$ cat src/rtl/mips_reg_file.sv
// -----------------------------------------------------------------------------
// mips_reg_file
//   MIPS-style general-purpose register file. It has 2**ADDR_WIDTH registers,
//   each DATA_WIDTH bits wide. There are two combinational read ports and one
//   write port that updates on the rising clock edge. Register 0 ($zero)
//   always reads as zero, and any write to it is discarded.
//
// Ports
//   CLK           in   clock; all state changes happen on the rising edge
//   rst           in   asynchronous active-low reset; clears every register
//   RegWrite      in   write enable, sampled on rising CLK
//   WriteAddress  in   destination register of the write
//   DataIn        in   write data
//   Address1      in   read port 1 register select
//   Address2      in   read port 2 register select
//   DataOut1      out  contents of reg[Address1] (0 when Address1 == 0)
//   DataOut2      out  contents of reg[Address2] (0 when Address2 == 0)
// -----------------------------------------------------------------------------
module mips_reg_file #(
    parameter int DATA_WIDTH = 32,
    parameter int ADDR_WIDTH = 5
) (
    input  logic                  CLK,
    input  logic                  rst,
    input  logic                  RegWrite,
    input  logic [ADDR_WIDTH-1:0] WriteAddress,
    input  logic [DATA_WIDTH-1:0] DataIn,
    input  logic [ADDR_WIDTH-1:0] Address1,
    input  logic [ADDR_WIDTH-1:0] Address2,
    output logic [DATA_WIDTH-1:0] DataOut1,
    output logic [DATA_WIDTH-1:0] DataOut2
);

    localparam int DEPTH = 1 << ADDR_WIDTH;

    logic [DATA_WIDTH-1:0] regs_q [DEPTH];
    logic [DATA_WIDTH-1:0] regs_d [DEPTH];
    logic                  wr_en;

    // A write to $zero is dropped here, so regs_q[0] never leaves its reset value.
    assign wr_en = RegWrite && (WriteAddress != '0);

    // NOTE: every signal assigned in a combinational block gets a default
    // first (here, the current contents). A path that leaves a signal
    // unassigned would infer a latch.
    always_comb begin
        regs_d = regs_q;
        if (wr_en) begin
            regs_d[WriteAddress] = DataIn;
        end
    end

    // NOTE: this storage array is reset on purpose. The register file must
    // read as defined zeros straight after reset, with no X values.
    // Sequential state uses non-blocking assignments only.
    always_ff @(posedge CLK or negedge rst) begin
        if (!rst) begin
            for (int i = 0; i < DEPTH; i++) begin
                regs_q[i] <= '0;
            end
        end else begin
            regs_q <= regs_d;
        end
    end

    // The read ports have no write bypass. A read of the register being
    // written returns the old contents until the clock edge.
    assign DataOut1 = (Address1 == '0) ? '0 : regs_q[Address1];
    assign DataOut2 = (Address2 == '0) ? '0 : regs_q[Address2];

endmodule

$ cat config.mk
export PLATFORM = sky130hd
export DESIGN_NAME = mips_reg_file
export DESIGN_NICKNAME = d
export VERILOG_FILES = /design/src/rtl/mips_reg_file.sv
export SDC_FILE = /design/constraint.sdc
export NUM_CORES = 2
export LEC_CHECK = 0
export BUFFER_PORTS_ARGS = -buffer_cell sky130_fd_sc_hd__buf_2
export CAP_MARGIN = 20
export CORE_MARGIN = 2
export CORE_UTILIZATION = 45
export DETAILED_ROUTE_END_ITERATION = 6
export GPL_ROUTABILITY_DRIVEN = 0
export HOLD_SLACK_MARGIN = 0.12
export PLACE_DENSITY_LB_ADDON = 0.12
export SLEW_MARGIN = 10
export SYNTH_ARGS = -nofsm -noshare
export SYNTH_HDL_FRONTEND = slang
export SYNTH_SLANG_ARGS = --single-unit
export TNS_END_PERCENT = 1
$ cat constraint.sdc
create_clock -name CLK -period 2.22 [get_ports CLK]
set_input_delay 0.111 -clock CLK [delete_from_list [all_inputs] [get_ports CLK]]
set_output_delay 0.111 -clock CLK [all_outputs]
set_load 0.05 [all_outputs]
**Word-level counts from Yosys, hierarchy flattened**

Index checks and enable logic that the tools add are counted.
W data, S select, Z words.

- Logic and storage cells: 55
- Flip-flop bits (word level): 1,024
- Output and inout port bits: 64
- Input port bits: 50

- Order comparisons: 4
- Reductions and logical operators: 5
- Bitwise logic cells: 3
- Mux-type cells: 11

Operator list:

| kind | number |
|---|---|
| $bwmux W1024 | 1 |
| $bmux W32 S5 | 2 |
| $mux W32 | 7 |
| $demux W32 S5 | 1 |
| $ge A6 B6 Y1 const B | 3 |
| $not A5 Y6 | 3 |
| $logic_not A5 Y1 | 2 |
| $lt A6 B1 Y1 const B | 1 |
| $reduce_bool A5 Y1 | 1 |
| $logic_and A1 B1 Y1 | 2 |

**Longest topological paths before layout**

- Depth in word-level cells: 6
- Mapped depth: 9
- Gate-level depth less buffers: 4

**Worst setup path before layout**

Ideal clock, no wire load.

- Kind: input port to output port
- Start point: in Address1[0]
- End point: out DataOut1[12]
- Buffers on the path: 4
- Arrival: 2,713 ps
- Setup slack: -604 ps
- Stages: 7
- Required time: 2,109 ps
- Path through: buf_2 -> buf_2 -> buf_4 -> buf_2 -> nand2_1 -> a32o_1 -> nor4_1

- Cells in the longest elaborated chain, start to end: 5
- Elaborated cells between the ends (all ways): 6
- Those cells by class: mux (4); bitwise (1); reduce/logical (1)

RTL lines:

| item | line | RTL |
|---|---|---|
| start: declaration | 28 | `input logic [ADDR_WIDTH-1:0] Address1,` |
| $not A5 Y6 (implied by the code) | 68 | `assign DataOut1 = (Address1 == '0) ? '0 : regs_q[Address1];` |
| $bmux W32 S5 | 68 |  |
| $mux W32 (implied by the code) (2 in series) | 68 |  |
| $mux W32 * | 68 |  |
| end: declaration | 30 | `output logic [DATA_WIDTH-1:0] DataOut1,` |

Mark *: on every way between the ends. The rest lies on a longest branch, timed or not. The select of a mux whose other input is x is not followed.

**Final worst setup path**

- Start point: reg regs_q[55] (netlist bit)
- End point: out DataOut1[23]

- Cells in the longest elaborated chain, start to end: 4

RTL lines:

| item | line | RTL |
|---|---|---|
| start: declaration | 36 | `logic [DATA_WIDTH-1:0] regs_q [DEPTH];` |
| start signal: assignment | 62 | `regs_q <= regs_d;` |
| $bmux W32 S5 | 68 |  |
| $mux W32 (implied by the code) (2 in series) | 68 |  |
| $mux W32 | 68 |  |

Every way passes these cells. The select of a mux whose other input is x is not followed.

==> PnR_summary.wiki <==
{| class="wikitable"
! Metric !! Value
|-
| Number of max-slew violations in the final report || 0
|-
| Mean cell area of the mapped netlist || 15.37 µm²
|-
| Outcome || finished, violations left
|-
| Overall overflow remaining after global route || 0
|-
| Most frequent cell on the critical path || sky130_fd_sc_hd__mux4_2
|-
| CTS Buf Count || 116
|-
| Worst min-delay path category || input port to asynchronous set/reset pin
|-
| Proportion of register bits with asynchronous set or reset after synthesis || 100.0%
|-
| Nature of the critical path startpoint || flip-flop
|-
| Total inserted antenna cells || 0
|-
| Data arrival time of the critical path || 2.61 ns
|-
| Switching share of power || 28.36%
|-
| Final period util || 122.4%
|-
| Count of nets after finishing || 3820
|-
| Violated checks || negative setup slack
|-
| Clock group share of total power || 34.0%
|-
| Largest registers in the final layout || regs_q x1024
|-
| I/O Pins || 114
|-
| Internal power of the cells || 41.69 mW
|-
| Clock slew seen by the registers of the worst setup and hold paths || 0.06 ns
|-
| Cell with the most instances after synthesis || sky130_fd_sc_hd__dfrtp_1
|-
| Number of buffers inserted by port buffering || 113
|-
| Mapped Nets || 3564
|-
| Capturing element type of the critical path || primary output
|-
| Depth of the worst register-to-register path || 2
|-
| Clk root buf || sky130_fd_sc_hd__clkbuf_16
|-
| Worst-path cell chain || mux4_2 -> mux4_2 -> o22ai_4 -> nor3_4 -> buf_6
|-
| Delay of the slowest cell on the worst path || 0.56 ns
|-
| Area of the mapped netlist || 54020 µm²
|-
| Final HPWL DP || 122000 µm
|-
| Hold Vio Cnt, Final || 0
|-
| Proportion of synthesized chip area in sequential cells || 47.44%
|-
| Count of unresolved DRC violations after routing || 0
|-
| PnR worst setup slack || -0.4963 ns
|-
| Yosys warns || 0
|-
| Ratio of cells with drive above 1 in the final layout || 61.49%
|-
| Sequential power share || 43.0%
|-
| Power per Cell Area || 891.4 nW/µm²
|-
| Pre-antenna DRT Iters || 5
|-
| Die boundary width || 350.5 µm
|-
| DR vias/cell || 6.547
|-
| Number of distinct library cells after synthesis || 41
|-
| Slowest cell on the critical path || sky130_fd_sc_hd__mux4_2
|-
| Time the worst path needs with I/O delays and setup || 2.716 ns
|-
| Starting density of the core || 45.21%
|-
| Global-route wire length before repair || 277300 µm
|-
| Comb power frac || 22.9%
|-
| Gate count after technology mapping || 3514
|-
| Standard-cell rows || 127
|-
| Clock latency on the worst-skew pair || 0.71 ns
|-
| Delay-heaviest family, CP || multiplexers
|-
| TritonCTS clock tree || yes
|-
| Initial DRC Count || 3441
|-
| H-tree levels || 3
|-
| Total via count after detailed routing || 35.87k
|-
| Number of flip-flops in the largest register || 1024
|-
| Pin count of the biggest net entering global routing || 121
|-
| Fraction of post-synthesis cell area in the top cell type by area || 47.44%
|-
| Clk sinks || 1024
|-
| Kind of critical path || flip-flop to primary output
|-
| Signed area change from the synthesized netlist to the final layout || 20.86%
|-
| Number of antenna violations at the first check in global routing || 6
|-
| Combined buffer and inverter count along the critical path || 1
|-
| Final routed wirelength across all metal layers || 191100 µm
|-
| Leading post-synthesis cells by instance count || sky130_fd_sc_hd__dfrtp_1 (1024), sky130_fd_sc_hd__mux2_2 (1020), sky130_fd_sc_hd__mux4_2 (469)
|-
| Total die area || 122800 µm²
|-
| Leakage || 28.28 nW
|-
| Max capacitance violation total || 0
|-
| Number of synthesized register bits || 1024
|-
| Setup-violating endpoint count in the final report || 64
|-
| Worst path required time || 2.11 ns
|-
| Number of enable-type register cells in the synthesized netlist || 0
|-
| Total Routing Usage GR || 31.37%
|-
| Buffers from clock root to sink, at most || 3
|-
| Average routed wire per standard cell || 34.89 µm
|-
| Highest attainable clock frequency || 368.1 MHz
|-
| Biggest area consumer among synthesized cells || sky130_fd_sc_hd__dfrtp_1
|-
| Predominant post-synthesis flop cell || sky130_fd_sc_hd__dfrtp_1
|-
| Worst-Margin Slew || 0.9370 ns
|-
| Setup TNS || -23.36 ns
|-
| Stages on worst setup path || 5
|-
| Vertical extent of the die || 350.5 µm
|-
| Synth top area cells || sky130_fd_sc_hd__dfrtp_1 (47%), sky130_fd_sc_hd__mux2_2 (21%), sky130_fd_sc_hd__mux4_2 (20%)
|-
| Largest register by flop count || regs_q
|-
| Hold_ws || 0.1896 ns
|-
| Worst slew margin relative to its limit || 37.30%
|-
| Setup repair after global routing missed its margin || true
|-
| Largest vdd supply drop || 0.0005969 V
|-
| Via count of the first global-routing pass || 38.10k
|-
| Antenna Nets Post-Route || 0
|-
| Core Footprint || 119500 µm²
|-
| Setup skew after layout || 0 ns
|-
| Core Util, Final || 54.64%
|-
| Peak fanout along the critical path || 3
|-
| Sw Pwr || 16.50 mW
|}
==> what timing repair did <==
item	in CTS	in global routing
resized for setup	221	26
pin swaps	79	12
setup endpoints to repair	64	64
buffers inserted	14	0
endpoints found under the hold margin	2016	0
hold buffers	35	0
==> tightest hold or removal path, cell delays in order <==
cell	delay [ns]
sky130_fd_sc_hd__dlygate4sd3_1	0.56
sky130_fd_sc_hd__buf_8	0.30
sky130_fd_sc_hd__buf_12	0.26
==> metrics by stage <==
step                      worst slack, ns  instances  cell area (µm²)  total power, mW
after floorplan                   -0.2893       3514            54050            33.16
after global placement            -0.6043       5228            59820            37.11
after detailed placement          -0.5444       5228            59820            37.80
after CTS                         -0.5116       5479            65100            58.24
after global routing              -0.5454       5479            65290            60.39
final                             -0.4963       5479            65290            58.20
==> power groups by stage <==
| stage | Combinational (mW) | Clock [mW] | Sequential, mW |
|---|---|---|---|
| 2_1_floorplan | 9.04 | 0 | 24.1 |
| 3_3_place_gp | 12.2 | 0 | 24.9 |
| 3_5_place_dp | 12.6 | 0 | 25.2 |
| 4_1_cts | 13.3 | 20.1 | 24.9 |
| 5_1_grt | 14.1 | 20.9 | 25.4 |
| 6_report | 13.4 | 19.8 | 25.0 |
==> kinds of logic (layout without fill, tap and decap cells) <==
kind of cell / after synthesis / count (layout) / share of synthesized area [%]
AOI/OAI and AO/OA: 263 / 263 / 3.674
buffers and inverters: 420 / 773 / 3.555
DFF: 1024 / 1024 / 47.44
muxes: 1651 / 1651 / 43.83
and+or+nand+nor: 156 / 156 / 1.508
==> cell usage in the layout, fill, tap and decap left out, drive strengths merged, types with 2 or more instances in the layout <==
| cell | instances |
|---|---|
| a2111oi | 26 |
| a211oi | 38 |
| a21o | 2 |
| a21oi | 11 |
| a22o | 52 |
| a22oi | 18 |
| a32o | 4 |
| and2 | 4 |
| and3 | 4 |
| buf | 522 |
| bufinv | 7 |
| clkbuf | 174 |
| clkinv | 28 |
| clkinvlp | 2 |
| dfrtp | 1024 |
| dlygate4sd3 | 34 |
| inv | 6 |
| mux2 | 1024 |
| mux2i | 158 |
| mux4 | 469 |
| nand2 | 23 |
| nand2b | 8 |
| nand3 | 6 |
| nand3b | 3 |
| nor2 | 18 |
| nor2b | 19 |
| nor3 | 57 |
| nor4 | 5 |
| o211ai | 2 |
| o221ai | 26 |
| o22ai | 81 |
| or2 | 2 |
| or3 | 2 |
| or3b | 2 |
==> worst paths after layout <==
check	start	endpoint	slack (ns)
setup / recovery	regs_q[55]	DataOut1[23]	-0.50
hold / removal	rst	regs_q[576]	0.19
setup reg to reg	regs_q[688]	regs_q[688]	1.29
hold reg to reg	regs_q[1021]	regs_q[1021]	0.40
max in group asynchronous	rst	regs_q[846]	1.33
min in group CLK	WriteAddress[0]	regs_q[406]	0.21
==> layout make-up <==
type / count / area [µm²]
flip-flops and latches: 1024 / 25620
clock inverters: 42 / 420.4
multi-input cells: 2070 / 27640
repair buffers: 557 / 6056
clock buffers: 173 / 3530
well taps: 1612 / 2017
fillers: 9528 / 54210
inverters: 1 / 3.754
==> layer usage <==
metal	track usage [%]	wire length [µm]	vias to the layer above
li1	-	-	14260
met1	42.90	79180	19484
met2	49.26	89850	1674
met3	6.346	13980	449
met4	12.65	8091	6
met5	0	37	-
Note: power is estimated with default switching activity, not from simulation.
